### src/rtl/stopwatch_key_ctrl_if.sv
// Key inputs and timer-control outputs of the stopwatch key controller.
// The controller side is the master; the board or timer side is the slave.
interface stopwatch_key_ctrl_if;
  logic       key_start;
  logic       key_stop;
  logic       key_clr;
  logic       start;
  logic       stop;
  logic       clr;
  logic [1:0] state_led;

  modport master (
    input  key_start, key_stop, key_clr,
    output start, stop, clr, state_led
  );

  modport slave (
    output key_start, key_stop, key_clr,
    input  start, stop, clr, state_led
  );
endinterface

### src/rtl/stopwatch_key_ctrl.sv
// Debounces start/stop/clear buttons and runs the run/pause/clear FSM that
// drives the level inputs of the mod-99 seconds timer.
module stopwatch_key_ctrl #(
  parameter int unsigned DEBOUNCE_CYCLES = 32'd1_000_000,
  parameter int unsigned CLR_HOLD_CYCLES = 32'd110_000_000,
  parameter bit          KEY_ACTIVE_LOW  = 1'b1
) (
  input  logic                clk,
  input  logic                rst_n,
  stopwatch_key_ctrl_if.master ctrl
);

  localparam int unsigned DB_W   = (DEBOUNCE_CYCLES > 32'd1) ? $clog2(DEBOUNCE_CYCLES) : 32'd1;
  localparam int unsigned HOLD_W = (CLR_HOLD_CYCLES > 32'd1) ? $clog2(CLR_HOLD_CYCLES) : 32'd1;
  localparam logic [DB_W-1:0]   DB_LAST      = DB_W'(DEBOUNCE_CYCLES - 32'd1);
  localparam logic [HOLD_W-1:0] HOLD_LAST    = HOLD_W'(CLR_HOLD_CYCLES - 32'd1);
  localparam logic [2:0]        RAW_RELEASED = KEY_ACTIVE_LOW ? 3'b111 : 3'b000;
  localparam int                KEY_START    = 32'sd0;
  localparam int                KEY_STOP     = 32'sd1;
  localparam int                KEY_CLR      = 32'sd2;

  typedef enum logic [1:0] {
    IDLE  = 2'b00,
    RUN   = 2'b01,
    PAUSE = 2'b10,
    CLEAR = 2'b11
  } state_t;

  // Timer drive levels {start, stop, clr} for each state.
  function automatic logic [2:0] outs_of(input state_t s);
    case (s)
      IDLE:    return 3'b000;
      RUN:     return 3'b100;
      PAUSE:   return 3'b110;
      CLEAR:   return 3'b101;
      default: return 3'b000;
    endcase
  endfunction

  logic [2:0]        raw_s;
  logic [2:0]        sync1_r;
  logic [2:0]        sync2_r;
  logic [2:0]        pressed_s;
  logic [2:0]        level_r;
  logic [2:0]        press_ev_r;
  logic [DB_W-1:0]   db_cnt_r [3];
  state_t            state_r;
  logic [HOLD_W-1:0] hold_r;
  logic              start_r;
  logic              stop_r;
  logic              clr_r;

  assign raw_s     = {ctrl.key_clr, ctrl.key_stop, ctrl.key_start};
  assign pressed_s = sync2_r ^ RAW_RELEASED;

  // Two-flop synchronisers, per-key debounce counters and press-event pulses.
  always_ff @(posedge clk or negedge rst_n) begin
    if (!rst_n) begin
      sync1_r    <= RAW_RELEASED;
      sync2_r    <= RAW_RELEASED;
      level_r    <= 3'b000;
      press_ev_r <= 3'b000;
      for (int k = 32'sd0; k < 32'sd3; k++) begin
        db_cnt_r[k] <= '0;
      end
    end else begin
      sync1_r <= raw_s;
      sync2_r <= sync1_r;
      for (int k = 32'sd0; k < 32'sd3; k++) begin
        if (pressed_s[k] != level_r[k]) begin
          if (db_cnt_r[k] == DB_LAST) begin
            level_r[k]    <= pressed_s[k];
            press_ev_r[k] <= pressed_s[k];
            db_cnt_r[k]   <= '0;
          end else begin
            press_ev_r[k] <= 1'b0;
            db_cnt_r[k]   <= db_cnt_r[k] + DB_W'(1);
          end
        end else begin
          press_ev_r[k] <= 1'b0;
          db_cnt_r[k]   <= '0;
        end
      end
    end
  end

  // Run/pause/clear FSM with registered timer outputs; clr outranks stop outranks start.
  always_ff @(posedge clk or negedge rst_n) begin
    if (!rst_n) begin
      state_r                   <= IDLE;
      hold_r                    <= '0;
      {start_r, stop_r, clr_r}  <= 3'b000;
    end else begin
      case (state_r)
        IDLE: begin
          if (press_ev_r[KEY_CLR]) begin
            state_r                  <= CLEAR;
            hold_r                   <= '0;
            {start_r, stop_r, clr_r} <= outs_of(CLEAR);
          end else if (press_ev_r[KEY_START]) begin
            state_r                  <= RUN;
            {start_r, stop_r, clr_r} <= outs_of(RUN);
          end else begin
            state_r <= IDLE;
          end
        end
        RUN: begin
          if (press_ev_r[KEY_CLR]) begin
            state_r                  <= CLEAR;
            hold_r                   <= '0;
            {start_r, stop_r, clr_r} <= outs_of(CLEAR);
          end else if (press_ev_r[KEY_STOP]) begin
            state_r                  <= PAUSE;
            {start_r, stop_r, clr_r} <= outs_of(PAUSE);
          end else begin
            state_r <= RUN;
          end
        end
        PAUSE: begin
          if (press_ev_r[KEY_CLR]) begin
            state_r                  <= CLEAR;
            hold_r                   <= '0;
            {start_r, stop_r, clr_r} <= outs_of(CLEAR);
          end else if (press_ev_r[KEY_START]) begin
            state_r                  <= RUN;
            {start_r, stop_r, clr_r} <= outs_of(RUN);
          end else begin
            state_r <= PAUSE;
          end
        end
        CLEAR: begin
          // Key events are dropped here so clr spans at least one timer tick.
          if (hold_r == HOLD_LAST) begin
            state_r                  <= IDLE;
            hold_r                   <= '0;
            {start_r, stop_r, clr_r} <= outs_of(IDLE);
          end else begin
            hold_r <= hold_r + HOLD_W'(1);
          end
        end
        default: begin
          state_r                  <= IDLE;
          hold_r                   <= '0;
          {start_r, stop_r, clr_r} <= outs_of(IDLE);
        end
      endcase
    end
  end

  assign ctrl.start     = start_r;
  assign ctrl.stop      = stop_r;
  assign ctrl.clr       = clr_r;
  assign ctrl.state_led = state_r;

endmodule

### src/flat_wrapper.sv
// flat-port wrapper written by rule: the top's interface ports become plain ports
module stopwatch_key_ctrl_flat 
#(
  parameter int unsigned DEBOUNCE_CYCLES = 32'd1_000_000,
  parameter int unsigned CLR_HOLD_CYCLES = 32'd110_000_000,
  parameter bit          KEY_ACTIVE_LOW  = 1'b1
)
  (clk, rst_n, ctrl_key_start, ctrl_key_stop, ctrl_key_clr, ctrl_start, ctrl_stop, ctrl_clr, ctrl_state_led);
  stopwatch_key_ctrl_if ctrl_i ();
  input  logic clk;
  input  logic rst_n;
  input wire logic [$bits(ctrl_i.key_start)-1:0] ctrl_key_start;
  input wire logic [$bits(ctrl_i.key_stop)-1:0] ctrl_key_stop;
  input wire logic [$bits(ctrl_i.key_clr)-1:0] ctrl_key_clr;
  output wire logic [$bits(ctrl_i.start)-1:0] ctrl_start;
  output wire logic [$bits(ctrl_i.stop)-1:0] ctrl_stop;
  output wire logic [$bits(ctrl_i.clr)-1:0] ctrl_clr;
  output wire logic [$bits(ctrl_i.state_led)-1:0] ctrl_state_led;
  assign ctrl_i.key_start = ctrl_key_start;
  assign ctrl_i.key_stop = ctrl_key_stop;
  assign ctrl_i.key_clr = ctrl_key_clr;
  assign ctrl_start = ctrl_i.start;
  assign ctrl_stop = ctrl_i.stop;
  assign ctrl_clr = ctrl_i.clr;
  assign ctrl_state_led = ctrl_i.state_led;
  stopwatch_key_ctrl #(.DEBOUNCE_CYCLES(DEBOUNCE_CYCLES), .CLR_HOLD_CYCLES(CLR_HOLD_CYCLES), .KEY_ACTIVE_LOW(KEY_ACTIVE_LOW)) u_core (.clk(clk), .rst_n(rst_n), .ctrl(ctrl_i));
endmodule
### config.mk
export PLATFORM = sky130hd
export DESIGN_NAME = stopwatch_key_ctrl_flat
export DESIGN_NICKNAME = d
export VERILOG_FILES = /design/src/rtl/stopwatch_key_ctrl_if.sv /design/src/rtl/stopwatch_key_ctrl.sv /design/src/flat_wrapper.sv
export SDC_FILE = /design/constraint.sdc
export NUM_CORES = 1
export LEC_CHECK = 0
export CAP_MARGIN = 20
export CORE_MARGIN = 2
export CORE_UTILIZATION = 64
export CTS_BUF_LIST = sky130_fd_sc_hd__clkbuf_8
export DETAILED_ROUTE_END_ITERATION = 16
export MAX_ROUTING_LAYER = met4
export PLACE_DENSITY = 0.82
export RECOVER_POWER = 100
export SLEW_MARGIN = 20
export SYNTH_ARGS = -nofsm -noshare
export SYNTH_HDL_FRONTEND = slang
export SYNTH_SLANG_ARGS = --single-unit
### constraint.sdc
create_clock -name clk -period 2 [get_ports clk]
set_clock_uncertainty 0.05 [all_clocks]
set_input_delay 0.2 -clock clk [delete_from_list [all_inputs] [get_ports clk]]
set_output_delay 0.2 -clock clk [all_outputs]
set_load 0.1 [all_outputs]
# Word-level counts from Yosys, hierarchy flattened
# Index checks and enable logic that the tools add are counted.
# op_classes
add_sub_neg	4
muxes	37
reduce_logical	7
bitwise	1
n_eq_ne	14
# op_table
cell	n
2-to-1 mux 20 bit	6
adder 20 x 1 -> 20 bit, second input constant	3
equality test 20 bit, second input constant	3
2-to-1 mux 27 bit	2
one-hot mux 27 bit (2 select lines)	1
adder 27 x 1 -> 27 bit, second input constant	1
equality test 27 bit, second input constant	1
2-to-1 mux 1 bit	18
2-to-1 mux 2 bit	6
one-hot mux 1 bit (3 select lines)	3
one-hot mux 2 bit (4 select lines)	1
inequality test 3 x 1 -> 1 bit, second input constant	2
AND reduction 2 bit	3
equality test 2 bit, second input constant	2
inequality test 2 x 1 -> 1 bit, second input constant	2
inequality test 1 bit	3
inverter 3 bit	1
AND reduction 3 bit	1
OR reduction 3 bit	1
equality test 2 x 1 -> 1 bit, second input constant	1
logical NOT 2 bit	1
OR reduction 2 bit	1
# totals
word_cells	77
inputBits	5
reg_bits	104

# Depth between registers and ports, before layout
# Gate-level depths: netlist of run 1.
# logic_depth
word_depth	4
mapped_depth	8

# Worst setup path after synthesis of run 1
# No wires, ideal clock.
# synth_path
path_type	reg2reg
startpoint	register u_core.state_r[0] (netlist: u_core.ctrl.state_led[0])
endpoint	register u_core.hold_r[26]
n_path_buf	3
setup_time_ns	0.079
setup_slack_ns	-0.226
t_arrival_ns	2.096
stages_incl_launch_ff	8
path_cell_list	dfrtp_1 -> buf_2 -> nand2_1 -> a31oi_2 -> buf_6 -> buf_4 -> nand4_1 -> mux2i_1
# synth_between
elab_chain_cells	3
word_cells_on_any_way	7
classes_between	eq/ne (4); mux (1); reduce/logical (2)
# synth_lines
item	line	source
from (decl)	stopwatch_key_ctrl.sv:47	state_t state_r;
from (signal assigned)	stopwatch_key_ctrl.sv:90	state_r <= IDLE;
from (signal assigned)	stopwatch_key_ctrl.sv:97	state_r <= CLEAR;
from (signal assigned)	stopwatch_key_ctrl.sv:101	state_r <= RUN;
equality test 2 x 1 -> 1 bit (tied with other cells)	stopwatch_key_ctrl.sv:94	case (state_r)
OR reduction 3 bit (no line)	--	
one-hot mux 27 bit (2 select lines) or inequality test 2 x 1 -> 1 bit (tied branches)	--	
to (signal assigned)	stopwatch_key_ctrl.sv:138	hold_r <= hold_r + HOLD_W'(1);
to (decl)	stopwatch_key_ctrl.sv:48	logic [HOLD_W-1:0] hold_r;
# Several ways; a longest one is shown, not always the timed one.
# A chain may end at the register's enable or synchronous reset.

# Final worst setup path of run 1
# layout_path
startpoint	register u_core.hold_r[1]
endpoint	register u_core.hold_r[18]
# layout_between
elab_chain_cells	3
word_cells_on_any_way	4
classes_between	add/sub (1); eq/ne (1); mux (2)
# layout_lines
item	line	source
adder 27 x 1 -> 27 bit or equality test 27 bit (tied branches)	stopwatch_key_ctrl.sv:138, stopwatch_key_ctrl.sv:133	
2-to-1 mux 27 bit *	stopwatch_key_ctrl.sv:133	if (hold_r == HOLD_LAST) begin
one-hot mux 27 bit (2 select lines) *	stopwatch_key_ctrl.sv:94	
# Mark *: on every way between the ends. The rest lies on a longest branch, timed or not.

==> results of run 1 <==
[cell type report]
cell class	instances	area share, %
Clock buffer	9	2.200
Multi-Input combinational cell	384	43.43
Clock inverter	7	1.244
Tap cell	102	2.266
Inverter	8	0.5332
Sequential cell	104	46.37
Timing Repair Buffer	30	3.955
[cells by family after synthesis]
group           Yosys count  synth area share, %
simple gates            251                26.04
compound gates           62                7.905
flops                   104                51.05
buf+inv                  21                2.398
fa+ha+maj                 4               0.9790
mux                       5                1.003
xor+xnor                 62                10.62
[timing repair]
action / CTS / global route
pin swaps: 1 / 1
hold endpoints to repair: 35 / 0
setup endpoints to repair: 8 / 50
hold buffers: 1 / 0
resized for setup: 2 / 13
buffers inserted: 1 / 1
[worst max-delay path, stage by stage (launching register included)]
cell	delay [ns]
dfrtp_1	0.44
ha_4	0.19
nor4bb_4	0.14
and4_4	0.22
a31oi_4	0.19
buf_6	0.19
or2b_1	0.24
a31oi_1	0.17
[synthesized netlist by cell type (5+ instances only)]
library cell	instances	area share (%)
nor4_2	5	1.2
and2_1	5	0.61
inv_1	8	0.59
nand3_1	33	3.2
dfstp_2	6	3.1
nand4_1	16	2.0
nor2_1	85	6.2
nor3_1	16	1.6
and3_1	16	2.0
and4_1	6	1.0
xnor2_1	38	6.5
dfrtp_1	98	48
a21oi_1	18	1.8
nand2_1	36	2.6
a31oi_1	17	2.1
xor2_1	24	4.1
buf_2	5	0.49
[per-layer routing]
layer / vias up / wire length (um)
met4: 0 / 143
met5: - / 0
met3: 16 / 454
met2: 76 / 5204
li1: 1852 / -
met1: 1840 / 4390
[stage by stage]
stage / cells / setup TNS (ns) / area, um2 / total power (uW)
floorplan: 509 / 0 / 5115 / 2224
global placement: 625 / 0 / 5373 / 2290
detailed placement: 625 / -0.02215 / 5373 / 2294
CTS: 643 / 0 / 5590 / 3564
global route: 644 / -0.001884 / 5632 / 3650
finish: 644 / 0 / 5632 / 3519
[sequential cells by signal, indices dropped and copies added (netlist names)]
register / count
u_core.sync1_r: 3
u_core.db_cnt_r: 60
u_core.press_ev_r: 3
u_core.hold_r: 27
u_core.ctrl.clr: 1
u_core.sync2_r: 3
u_core.ctrl.state_led: 2
u_core.level_r: 3
u_core.ctrl.start: 1
u_core.ctrl.stop: 1
[power by group through the flow]
stage                     logic [uW]  registers [uW]  clock network [uW]
after floorplan                 40.4            2180                   0
after global placement           104            2190                   0
after detailed placement         106            2190                   0
after CTS                        109            2150                1310
after global routing             117            2150                1380
final                            100            2150                1270
[final timing paths]
path,slack [ns],startpoint,endpoint,depth (start not counted)
hold / removal,0.31,u_core.sync1_r[0],u_core.sync2_r[0],0
min in group asynchronous,0.45,rst_n,u_core.hold_r[8],2
hold reg to reg,0.31,u_core.sync1_r[0],u_core.sync2_r[0],0
max in group asynchronous,0.30,rst_n,u_core.ctrl.state_led[0],3
setup reg to reg,0.08,u_core.hold_r[1],u_core.hold_r[18],7
setup / recovery,0.08,u_core.hold_r[1],u_core.hold_r[18],7
==> results.yml, run 1 <==
status:
  status: "finished, final reports clean"
global_route:
  grtUsageMet1_pct: 33.44
  overflow: 0
  top_usage_layer: "met2"
  grt_pass1_wl_mm: 17.67
  antenna_found_initial: 0
  met3_usage_pct: 6.124
  grt_max_degree: 39
  grt_usage_pct: 26.17
  grt_pass1_vias: 3839
  use_met2_pct: 42.57
sta:
  post-route-min-period_ns: 1.918
  tightest_slew_ns: 0.9461
  slew_viol_final: 0
  hold_ws_ns: 0.3127
  relSlewSlack_pct: 36.92
  finalCritPeriodShare_pct: 95.90
  final_hold_viol_count: 0
  setup_viol: 0
  max_freq_mhz: 521.4
  setup_slack_ns: 0.08205
pwr:
  power_switching_share_pct: 24.78
  seq_power_share_pct: 61.0
  intPower_uw: 2647
  power_frac_clock_pct: 36.1
  p_per_area_nw_per_um2: 624.8
  peakVddDrop_mv: 0.5234
  power.leakage_uw: 0.002363
  p_switching_uw: 871.8
  power_frac_comb_pct: 2.8
routing:
  num_vias: 3784
  drc_errors: 0
  wirelength_mm: 10.19
  first_iter_violations: 301
  ant_nets: 0
  first_pass_iters: 5
  vias_per_cell: 5.876
  routedWlPerCell_um: 15.83
cells_and_area:
  nNetsFinal: 546
  antennaDiodeCount: 0
  layout_commonest_cell: "dfrtp_1"
  fin_util_pct: 72.88
  layout_common_cells: "dfrtp_1 (97), nor2_1 (83), xnor2_1 (38), nand2_1 (36), nand3_1 (33)"
  multi_input_area_um2: 2446
  register_area_um2: 2611
  drive_gt1_share_pct: 14.39
  areaGrowthSynthToFinish_pct: 10.16
  nFillCells: 544
critical_path:
  crit_fanout: 15
  crit_path_end_kind: "register"
  worstSetupPathType: "register to register"
  critPathLaunchType: "register"
  cp.required_ns: 2.23
  crit_arrival_ns: 2.15
die:
  dieWidth_um: 93.38
  die-height_um: 93.38
  die-area_um2: 8719
  io_pins: 10
  rows: 32
  start_util_pct: 66.16
  core_area_um2: 7727
clock_network:
  clk_path_buf_depth: 2
  h-tree-depth: 3
  tritoncts: "yes"
  clock_latency_ns: 0.37
  numCtsBuffers: 9
  path_clk_slew_ns: 0.11
  clock_sinks: 104
  cts-root-buf: "clkbuf_8"
synthesis:
  syn_inst: 509
  avgSynthCellArea_um2: 10.04
  ys_warn_count: 0
  async_flop_share_pct: 100.0
  synth_cell_type_count: 58
  synth_ff_type: "dfrtp_1"
  syn_nets: 518
  synth-seq-cells: 104
  ys_seq_area_share_pct: 51.05
  syn_area_um2: 5112
  synth-edff-count: 0
place:
  hpwl_mm: 6.952
  place_ws_ns: -0.01122
  port_buffers: 9
  place.gp.congestion: 0.8506
hold_path:
  hp-class: "register to register"
job:
  cap_violations: 0
Power figures use the tool's default switching activity.
==> run 2: changes to the inputs <==
CORE_UTILIZATION = 59   (was 64)
PLACE_DENSITY = 0.76   (was 0.82)
==> run 2 against run 1 <==
Fmax is 1.5% lower. Global-route usage is 3.7 points lower. First-iteration DRC count is 44% lower. Setup slack worse by 0.030 ns. Final area is 1.1% higher. Power is 4.1% higher. Sequential power hardly changed. Count of clock-buffer cells in the layout is 3 higher. Core utilization is 4.3 points lower. Final cell count is 0.93% higher. Critical path depth is 1 lower. Critical endpoint is now u_core.ctrl.clr. Largest cell class unchanged. Highest routed layer unchanged.
==> results.yml, run 2 (synthesis results as in run 1) <==
die:
  rows: 33
  dieWidth_um: 97.09
  die-area_um2: 9426
  start_util_pct: 61.60
  io_pins: 10
  die-height_um: 97.09
  core_area_um2: 8299
hold_path:
  hold_depth: 0
  hp-class: "register to register"
clock_network:
  clk_path_buf_depth: 2
  numCtsBuffers: 9
  clock_latency_ns: 0.36
  cts-root-buf: "clkbuf_8"
  path_clk_slew_ns: 0.09
  clock_sinks: 104
  tritoncts: "yes"
  h-tree-depth: 3
critical_path:
  critPathLaunchType: "register"
  crit_fanout: 12
  crit_arrival_ns: 2.15
  cp.required_ns: 2.20
  r2r_slack_ns: 0.05
  crit_path_end_kind: "register"
  worstSetupPathType: "register to register"
  r2r_cells: 6
cells_and_area:
  nNetsFinal: 549
  top_register: "u_core.db_cnt_r"
  areaGrowthSynthToFinish_pct: 11.33
  drive_gt1_share_pct: 14.31
  top_regs: "u_core.db_cnt_r x60, u_core.hold_r x27"
  layout_common_cells: "dfrtp_1 (95), nor2_1 (85), xnor2_1 (38), nand2_1 (36), nand3_1 (33)"
  layout_commonest_cell: "dfrtp_1"
  antennaDiodeCount: 0
  largest_reg_flops: 60
  nFillCells: 615
pwr:
  power_uw: 3663
  peakVddDrop_mv: 0.5805
  power.leakage_uw: 0.002409
  p_per_area_nw_per_um2: 643.6
sta:
  rsz0062_at_grt: "yes"
  final_hold_viol_count: 0
  post-route-min-period_ns: 1.948
  tightest_slew_ns: 0.8886
  setup_viol: 0
  setup_slack_ns: 0.05208
  relSlewSlack_pct: 40.76
  max_freq_mhz: 513.4
  slew_viol_final: 0
  finalCritPeriodShare_pct: 97.40
global_route:
  antenna_found_initial: 0
  grt_pass1_wl_mm: 17.24
  grt_pass1_vias: 3752
  grt_usage_pct: 22.50
  grt_max_degree: 39
  overflow: 0
routing:
  ant_nets: 0
  num_vias: 3786
  first_pass_iters: 5
  drc_errors: 0
  first_iter_violations: 170
  wirelength_mm: 9.627
  vias_per_cell: 5.825
  routedWlPerCell_um: 14.81
place:
  place.gp.congestion: 0.8461
  port_buffers: 9
  hpwl_mm: 6.549
  place_ws_ns: 0.04517
job:
  cap_violations: 0
status:
  status: "finished, final reports clean"
run 2: through the flow:
stage	setup TNS, ns	hold slack (ns)	util [%]	instances	cell area (um2)
5_1_grt	-0.003598	0.3072	68.58	650	5692
4_1_cts	0	0.1732	68.61	650	5694
3_3_place_gp	0	0.1470	65.51	631	5436
6_report	0	0.3112	68.58	650	5692
3_5_place_dp	0	0.1482	65.51	631	5436
2_1_floorplan	0	-0.1456	-	509	5115
run 2: repair_timing:
item                                    in CTS  in global routing
gates resized for setup                      2                  9
endpoints found under the setup margin       3                 10
pin swaps                                    1                  1
buffers inserted                             2                  0
endpoints found under the hold margin       34                  0
hold buffers                                 1                  0
run 2: area by class of cell:
| class | count | area [um2] | share of cell area (%) |
|---|---|---|---|
| clock inverters | 4 | 58.81 | 1.033 |
| repair buffers | 33 | 267.8 | 4.704 |
| inverters | 8 | 30.03 | 0.5276 |
| flip-flops and latches | 104 | 2614 | 45.92 |
| multi-input cells | 384 | 2425 | 42.60 |
| well taps | 105 | 131.4 | 2.308 |
| clock buffers | 12 | 165.2 | 2.902 |
run 2: worst paths after layout:
| path | from | to |
|---|---|---|
| min in group asynchronous | rst_n | u_core.hold_r[22] |
| max in group asynchronous | rst_n | u_core.sync1_r[2] |
| worst max-delay path | u_core.hold_r[24] | u_core.ctrl.clr |
| worst max register to register | u_core.hold_r[24] | u_core.ctrl.clr |
| worst min-delay path | u_core.sync1_r[1] | u_core.sync2_r[1] |
| worst min register to register | u_core.sync1_r[1] | u_core.sync2_r[1] |
run 2: layer usage:
| layer | vias to the layer above | routed length [um] | GRT usage [%] |
|---|---|---|---|
| met5 | - | 0 | - |
| met3 | 16 | 371 | 4.892 |
| li1 | 1855 | - | - |
| met4 | 0 | 128 | 6.609 |
| met1 | 1836 | 4322 | 28.66 |
| met2 | 79 | 4804 | 36.59 |
run 2: worst max-delay path, stage by stage (launching register included):
cell	delay [ns]
dfrtp_2	0.45
nor4bb_2	0.35
and4_4	0.29
a31oi_4	0.10
buf_6	0.17
or2_1	0.25
a22o_1	0.19
run 2: report_power, final:
| part | switching [uW] | internal, uW |
|---|---|---|
| Clock | 717 | 698 |
| Sequential | 20.0 | 2130 |
| Combinational | 71.9 | 29.4 |
| Total | 809 | 2850 |
